File: src/rtl/toothless_pkg.sv
// Shared types and constants for the toothless core front end.
// Holds the fetch-unit FSM encoding and the default boot vector.
package toothless_pkg;

  typedef enum logic [1:0] {
    FETCH_IDLE,
    FETCH_RUN,
    FETCH_FLUSH
  } fetch_state_e;

  localparam logic [31:0] BOOT_ADDR_DEFAULT = 32'h0000_0000;

endpackage

File: src/rtl/fetch_fifo.sv
// Small synchronous FIFO holding {instr, pc} entries between memory and decode.
// A flush empties the FIFO and takes priority over a push in the same cycle.
module fetch_fifo #(
  parameter int DEPTH = 2,
  parameter int WIDTH = 64
) (
  input  logic                         clk,
  input  logic                         rst,
  input  logic                         push,
  input  logic [WIDTH-1:0]             wdata,
  input  logic                         pop,
  input  logic                         flush,
  output logic [WIDTH-1:0]             rdata,
  output logic [$clog2(DEPTH+1)-1:0]   count,
  output logic                         full,
  output logic                         empty
);

  localparam int CNT_W = $clog2(DEPTH + 1);
  localparam int PTR_W = (DEPTH > 1) ? $clog2(DEPTH) : 1;
  localparam logic [PTR_W-1:0] LAST = PTR_W'(DEPTH - 1);

  logic [WIDTH-1:0] mem [DEPTH];
  logic [PTR_W-1:0] wr_ptr;
  logic [PTR_W-1:0] rd_ptr;
  logic             do_push;
  logic             do_pop;

  // Pointers wrap explicitly so DEPTH need not be a power of two.
  function automatic logic [PTR_W-1:0] next_ptr(input logic [PTR_W-1:0] p);
    return (p == LAST) ? '0 : p + PTR_W'(1);
  endfunction

  assign full    = (count == CNT_W'(DEPTH));
  assign empty   = (count == '0);
  assign do_push = push && !full;
  assign do_pop  = pop && !empty;
  assign rdata   = mem[rd_ptr];

  always_ff @(posedge clk or posedge rst) begin
    if (rst) begin
      wr_ptr <= '0;
      rd_ptr <= '0;
      count  <= '0;
      for (int i = 0; i < DEPTH; i++) begin
        mem[i] <= '0;
      end
    end else if (flush) begin
      wr_ptr <= '0;
      rd_ptr <= '0;
      count  <= '0;
    end else begin
      if (do_push) begin
        mem[wr_ptr] <= wdata;
        wr_ptr      <= next_ptr(wr_ptr);
      end
      if (do_pop) begin
        rd_ptr <= next_ptr(rd_ptr);
      end
      if (do_push && !do_pop) begin
        count <= count + CNT_W'(1);
      end else if (do_pop && !do_push) begin
        count <= count - CNT_W'(1);
      end
    end
  end

endmodule

File: src/rtl/instr_fetch_unit.sv
// Prefetching instruction fetch unit: req/gnt/rvalid memory master feeding
// decode through a small FIFO, with redirect flush and stale-response discard.
module instr_fetch_unit
  import toothless_pkg::*;
#(
  parameter int                    ADDR_WIDTH  = 32,
  parameter int                    INSTR_WIDTH = 32,
  parameter int                    FIFO_DEPTH  = 2,
  parameter logic [ADDR_WIDTH-1:0] BOOT_ADDR   = BOOT_ADDR_DEFAULT
) (
  input  logic                   clk,
  input  logic                   rst,
  output logic                   instr_req_o,
  output logic [ADDR_WIDTH-1:0]  instr_addr_o,
  input  logic                   instr_gnt_i,
  input  logic                   instr_rvalid_i,
  input  logic [INSTR_WIDTH-1:0] instr_rdata_i,
  input  logic                   redirect_i,
  input  logic [ADDR_WIDTH-1:0]  redirect_addr_i,
  output logic                   instr_valid_o,
  output logic [INSTR_WIDTH-1:0] instr_o,
  output logic [ADDR_WIDTH-1:0]  instr_pc_o,
  input  logic                   instr_ready_i,
  output logic                   busy_o
);

  localparam int CNT_W   = $clog2(FIFO_DEPTH + 1);
  localparam int SUM_W   = CNT_W + 2;
  localparam int ENTRY_W = INSTR_WIDTH + ADDR_WIDTH;

  fetch_state_e          state_q, state_d;
  logic [CNT_W-1:0]      outstanding_q, outstanding_d;
  logic [CNT_W-1:0]      discard_q, discard_d;
  logic [ADDR_WIDTH-1:0] addr_q, addr_d;
  logic [ADDR_WIDTH-1:0] resp_pc_q, resp_pc_d;
  logic [ADDR_WIDTH-1:0] redir_addr_q, redir_addr_d;
  logic                  redir_held_q, redir_held_d;
  logic                  pending_q, pending_d;

  logic [CNT_W-1:0]      fifo_count;
  logic                  fifo_full;
  logic                  fifo_empty;
  logic [ENTRY_W-1:0]    fifo_rdata;
  logic                  credit_ok;
  logic                  gnt_fire;
  logic                  push;
  logic                  drop;
  logic                  pop;
  logic [ADDR_WIDTH-1:0] redirect_word;

  assign redirect_word = redirect_addr_i & ~ADDR_WIDTH'(3);
  assign credit_ok     = !fifo_full &&
                         ((SUM_W'(outstanding_q) + SUM_W'(fifo_count) + SUM_W'(discard_q))
                          < SUM_W'(FIFO_DEPTH));
  assign pop           = instr_valid_o && instr_ready_i;

  always_ff @(posedge clk or posedge rst) begin
    if (rst) begin
      state_q       <= FETCH_IDLE;
      outstanding_q <= '0;
      discard_q     <= '0;
      addr_q        <= BOOT_ADDR;
      resp_pc_q     <= BOOT_ADDR;
      redir_addr_q  <= BOOT_ADDR;
      redir_held_q  <= 1'b0;
      pending_q     <= 1'b0;
    end else begin
      state_q       <= state_d;
      outstanding_q <= outstanding_d;
      discard_q     <= discard_d;
      addr_q        <= addr_d;
      resp_pc_q     <= resp_pc_d;
      redir_addr_q  <= redir_addr_d;
      redir_held_q  <= redir_held_d;
      pending_q     <= pending_d;
    end
  end

  // A redirect that lands while a request is still ungranted is parked in
  // redir_addr_q so the old request stays stable until its grant.
  always_comb begin
    state_d      = state_q;
    discard_d    = discard_q;
    addr_d       = addr_q;
    resp_pc_d    = resp_pc_q;
    redir_addr_d = redir_addr_q;
    redir_held_d = redir_held_q;
    instr_req_o  = 1'b0;

    case (state_q)
      FETCH_IDLE: state_d     = FETCH_RUN;
      default:    instr_req_o = pending_q || credit_ok;
    endcase

    gnt_fire      = instr_req_o && instr_gnt_i;
    push          = instr_rvalid_i && !redirect_i && (discard_q == '0);
    drop          = instr_rvalid_i && !push;
    pending_d     = instr_req_o && !instr_gnt_i;
    outstanding_d = outstanding_q + CNT_W'(gnt_fire) - CNT_W'(instr_rvalid_i);

    if (drop && (discard_q != '0)) begin
      discard_d = discard_q - CNT_W'(1);
    end
    if (push) begin
      resp_pc_d = resp_pc_q + ADDR_WIDTH'(4);
    end
    if (gnt_fire) begin
      addr_d       = redir_held_q ? redir_addr_q : addr_q + ADDR_WIDTH'(4);
      redir_held_d = 1'b0;
    end
    if ((state_q == FETCH_FLUSH) && (discard_d == '0)) begin
      state_d = FETCH_RUN;
    end

    if (redirect_i) begin
      discard_d = outstanding_d + CNT_W'(pending_d);
      resp_pc_d = redirect_word;
      if (pending_d) begin
        redir_held_d = 1'b1;
        redir_addr_d = redirect_word;
      end else begin
        addr_d = redirect_word;
      end
      state_d = (discard_d != '0) ? FETCH_FLUSH : FETCH_RUN;
    end
  end

  fetch_fifo #(
    .DEPTH (FIFO_DEPTH),
    .WIDTH (ENTRY_W)
  ) u_fifo (
    .clk   (clk),
    .rst   (rst),
    .push  (push),
    .wdata ({instr_rdata_i, resp_pc_q}),
    .pop   (pop),
    .flush (redirect_i),
    .rdata (fifo_rdata),
    .count (fifo_count),
    .full  (fifo_full),
    .empty (fifo_empty)
  );

  assign instr_addr_o  = addr_q;
  assign instr_valid_o = !fifo_empty;
  assign instr_o       = fifo_empty ? '0 : fifo_rdata[ENTRY_W-1 -: INSTR_WIDTH];
  assign instr_pc_o    = fifo_empty ? resp_pc_q : fifo_rdata[ADDR_WIDTH-1:0];
  assign busy_o        = (outstanding_q != '0) || (discard_q != '0);

endmodule

File: config.mk
export PLATFORM = sky130hd
export DESIGN_NAME = instr_fetch_unit
export DESIGN_NICKNAME = d
export VERILOG_FILES = /design/src/rtl/toothless_pkg.sv /design/src/rtl/fetch_fifo.sv /design/src/rtl/instr_fetch_unit.sv
export SDC_FILE = /design/constraint.sdc
export NUM_CORES = 1
export LEC_CHECK = 0
export ABC_CLOCK_PERIOD_IN_PS = 7410
export CORE_MARGIN = 3
export CORE_UTILIZATION = 50
export DETAILED_ROUTE_END_ITERATION = 10
export PLACE_DENSITY = 0.77
export SLEW_MARGIN = 20
export SYNTH_ARGS = -nofsm -noshare
export SYNTH_HDL_FRONTEND = slang
export SYNTH_SLANG_ARGS = --single-unit
File: constraint.sdc
create_clock -name clk -period 7.41 [get_ports clk]
set_input_delay 1.482 -clock clk [delete_from_list [all_inputs] [get_ports clk]]
set_output_delay 1.482 -clock clk [all_outputs]
set_load 0.02 [all_outputs]
==> key figures <==
Floorplanning
  • Full die area: 25600 um^2
  • Initial Util: 0.517
  • Die Ht: 160 um
  • # IOs: 169
  • Row count: 55
  • Die Span X: 160 um
  • Core area: 23000 um^2

Setup path
  • Startpoint types: register
  • Arrival time at the worst endpoint: 3.13 ns
  • Worst endpoint required time: 5.93 ns
  • Crit. End Element: output port
  • Crit Path Category: reg -> out
  • Critical-path maximum fanout: 7

Power and ir drop
  • P_int: 3.58 mW
  • Leakage: 5.92 nW
  • Sw Share: 0.372
  • Peak supply drop: 278 uV
  • Total power: 5.70 mW
  • Sw Pwr: 2.12 mW
  • Clock power frac: 0.211
  • P per Cell Area: 397 nW/um^2
  • Logic pwr share: 0.408
  • Flop pwr share: 0.382

Detailed routing
  • Via Count: 9050
  • Drt wl/cell: 19.3 um
  • Drt pass-1 iters: 5
  • Routed Wire Length: 29800 um
  • Final ANT Viol Nets: 0
  • Drt first-iter violations: 792
  • DRC viols: 0
  • Routed vias/inst: 5.86

Finish
  • Most frequent cells in the layout: dfrtp_1, clkdlybuf4s50_1, mux2_2, nand2_1, nor2_1
  • Area grow syn2layout: 21.0%
  • Commonest non-fill, non-tap cell in the layout: dfrtp_1
  • ANT cells: 0
  • Fin nets: 1294
  • Share of layout cells above drive strength 1: 0.194

Clocking
  • Clock buffer depth: 3
  • Clk_lat worst skew: 0.52 ns
  • Post-CTS Setup Repair Bufs: 0
  • Clock-pin slew on the worst setup and hold paths: 0.06 ns
  • CTS tree: done
  • Post-cts sizing count: 0
  • CTS buffer count: 25
  • # hold bufs at CTS: 0
  • TritonCTS Sinks: 228
  • CTS root buffer: clkbuf_16
  • H-tree levels: 1

Placed design
  • Post-DP HPWL: 19600 um
  • Final GP Congestion: 0.881
  • Port buffer count: 164

GRT
  • Grt ovf: 0
  • Initial antenna violation count: 0
  • Vias in the first global route: 8920
  • Gr usage total: 0.226
  • Global-route wire length before repair: 47800 um
  • Met3 Use GR: 0.0278
  • GRT met2 Usage: 0.360
  • Largest net degree at the start of global routing: 162
  • Grt peak-use layer: met2
  • GR Util met1: 0.319

Outcome
  • Status: completed

STA
  • Slew at the pin closest to its max-slew limit: 0.931 ns
  • Clock Skew: 0.0188 ns
  • Final Max Tran Viols: 0
  • Fin crit share: 0.622
  • Peak Freq: 217 MHz
  • Normalized max-slew margin: 0.379
  • Unrepaired setup endpoints after global routing: false
  • Hold Fails Final Rpt: 0
  • Min cycle time layout: 4.61 ns
  • Setup TNS: 0 ns
  • Final setup vio count: 0

Yosys
  • Synth async-reset ratio: 1.00
  • Post-synth cell types: 78
  • Avg Cell Area, Syn: 10.9 um^2
  • #FFs+latches synth: 228
  • Register area share after synthesis: 0.481
  • Synthesized instance count: 1087
  • Yosys warning count: 0
  • Synthesized area: 11900 um^2
  • Number of synthesized flops with an enable pin: 0
  • Most used DFF post-synth: dfrtp_1

Flow run
  • Max cap viols: 0

Worst hold path
  • HP Class: reg -> reg
-- metrics by stage --
stage,hold WS (ns),cell area (um^2),setup WS [ns],cells,utilization
after floorplan,0.470,11900,2.95,1088,-
after global placement,0.478,13600,2.84,1501,0.591
after detailed placement,0.485,13600,2.76,1501,0.591
after CTS,0.499,14400,2.78,1545,0.625
after global routing,0.514,14400,2.66,1545,0.625
final,0.502,14400,2.80,1545,0.625
-- metal layers --
layer	wire, um	up-vias
li1	-	4156
met3	1840	66
met1	13200	4477
met5	0	-
met2	13700	351
met4	989	0
-- path summary, 6_finish.rpt --
kind                                       from               to  slack (ns)  cells past startpoint
worst min register to register  u_fifo.mem[117]  u_fifo.mem[117]        0.50                      1
min in group asynchronous                   rst   u_fifo.mem[82]        1.55                      3
worst max-delay path            u_fifo.count[1]      instr_req_o        2.80                      8
worst max register to register  u_fifo.count[1]       state_q[0]        3.21                     15
worst min-delay path            u_fifo.mem[117]  u_fifo.mem[117]        0.50                      1
max in group asynchronous                   rst     resp_pc_q[3]        4.42                      4
-- cell type report --
| class | instances | area [um^2] |
|---|---|---|
| Tap cell | 313 | 392 |
| Multi-Input combinational cell | 762 | 5650 |
| Sequential cell | 228 | 5710 |
| Fill cell | 1867 | 8620 |
| Inverter | 23 | 90.1 |
| Timing Repair Buffer | 175 | 1730 |
| Clock inverter | 8 | 71.3 |
| Clock buffer | 36 | 717 |
-- power groups by stage --
stage / Clock, mW / Combinational (mW) / Sequential, mW
floorplan: 0 / 1.61 / 2.13
global placement: 0 / 2.26 / 2.14
detailed placement: 0 / 2.32 / 2.17
CTS: 1.23 / 2.33 / 2.16
global route: 1.27 / 2.53 / 2.23
finish: 1.20 / 2.32 / 2.17
-- logic make-up after synthesis --
logic type | Yosys count | synth area share
mux | 222 | 0.203
simple gates | 309 | 0.134
other cells | 1 | 0.000316
compound gates | 185 | 0.0999
fa+ha+maj | 9 | 0.0101
xor+xnor | 35 | 0.0258
flops | 228 | 0.481
buf+inv | 98 | 0.0453
-- critical path, stage by stage (launching register included) --
cell             delay [ns]
dfrtp_1                0.48
inv_1                  0.13
fa_1                   0.49
inv_1                  0.04
ha_1                   0.29
nor3b_2                0.25
o221ai_2               0.20
inv_1                  0.13
clkdlybuf4s50_1        0.61
-- cells in the mapped netlist, drive strengths merged (3+ instances only) --
cell type  instances  area [um^2]
dfrtp            228         5710
mux2             155         1750
nand2            115          434
o21ai             81          413
nor2              80          300
mux2i             67          671
buf               45          329
clkbuf            28          105
a21oi             27          135
nand3             23          128
xnor2             23          201
inv               22         82.6
nand4             18          134
nor3              15          103
and3              14         87.6
nor4              14          164
xor2              12          105
o211ai            10         75.1
a31oi              9         56.3
and4               8         76.3
ha                 8          100
nor3b              8         65.1
o31ai              7         52.6
o21a               6         45.0
a21o               4         30.0
a221oi             4         35.0
a311oi             4         35.0
and2               4         25.0
a22o               3         26.3
a22oi              3         22.5
a41oi              3         26.3
nand2b             3         18.8
-- registers in the layout, summed over array words and instances, names as in the netlist --
name,count
redir_addr_q,30
u_fifo.count,2
discard_q,2
u_fifo.rd_ptr,1
u_fifo.wr_ptr,1
state_q,2
outstanding_q,2
pending_q,1
resp_pc_q,30
instr_addr_o,32
u_fifo.mem,124
redir_held_q,1
(Power assumes the default switching activity.)
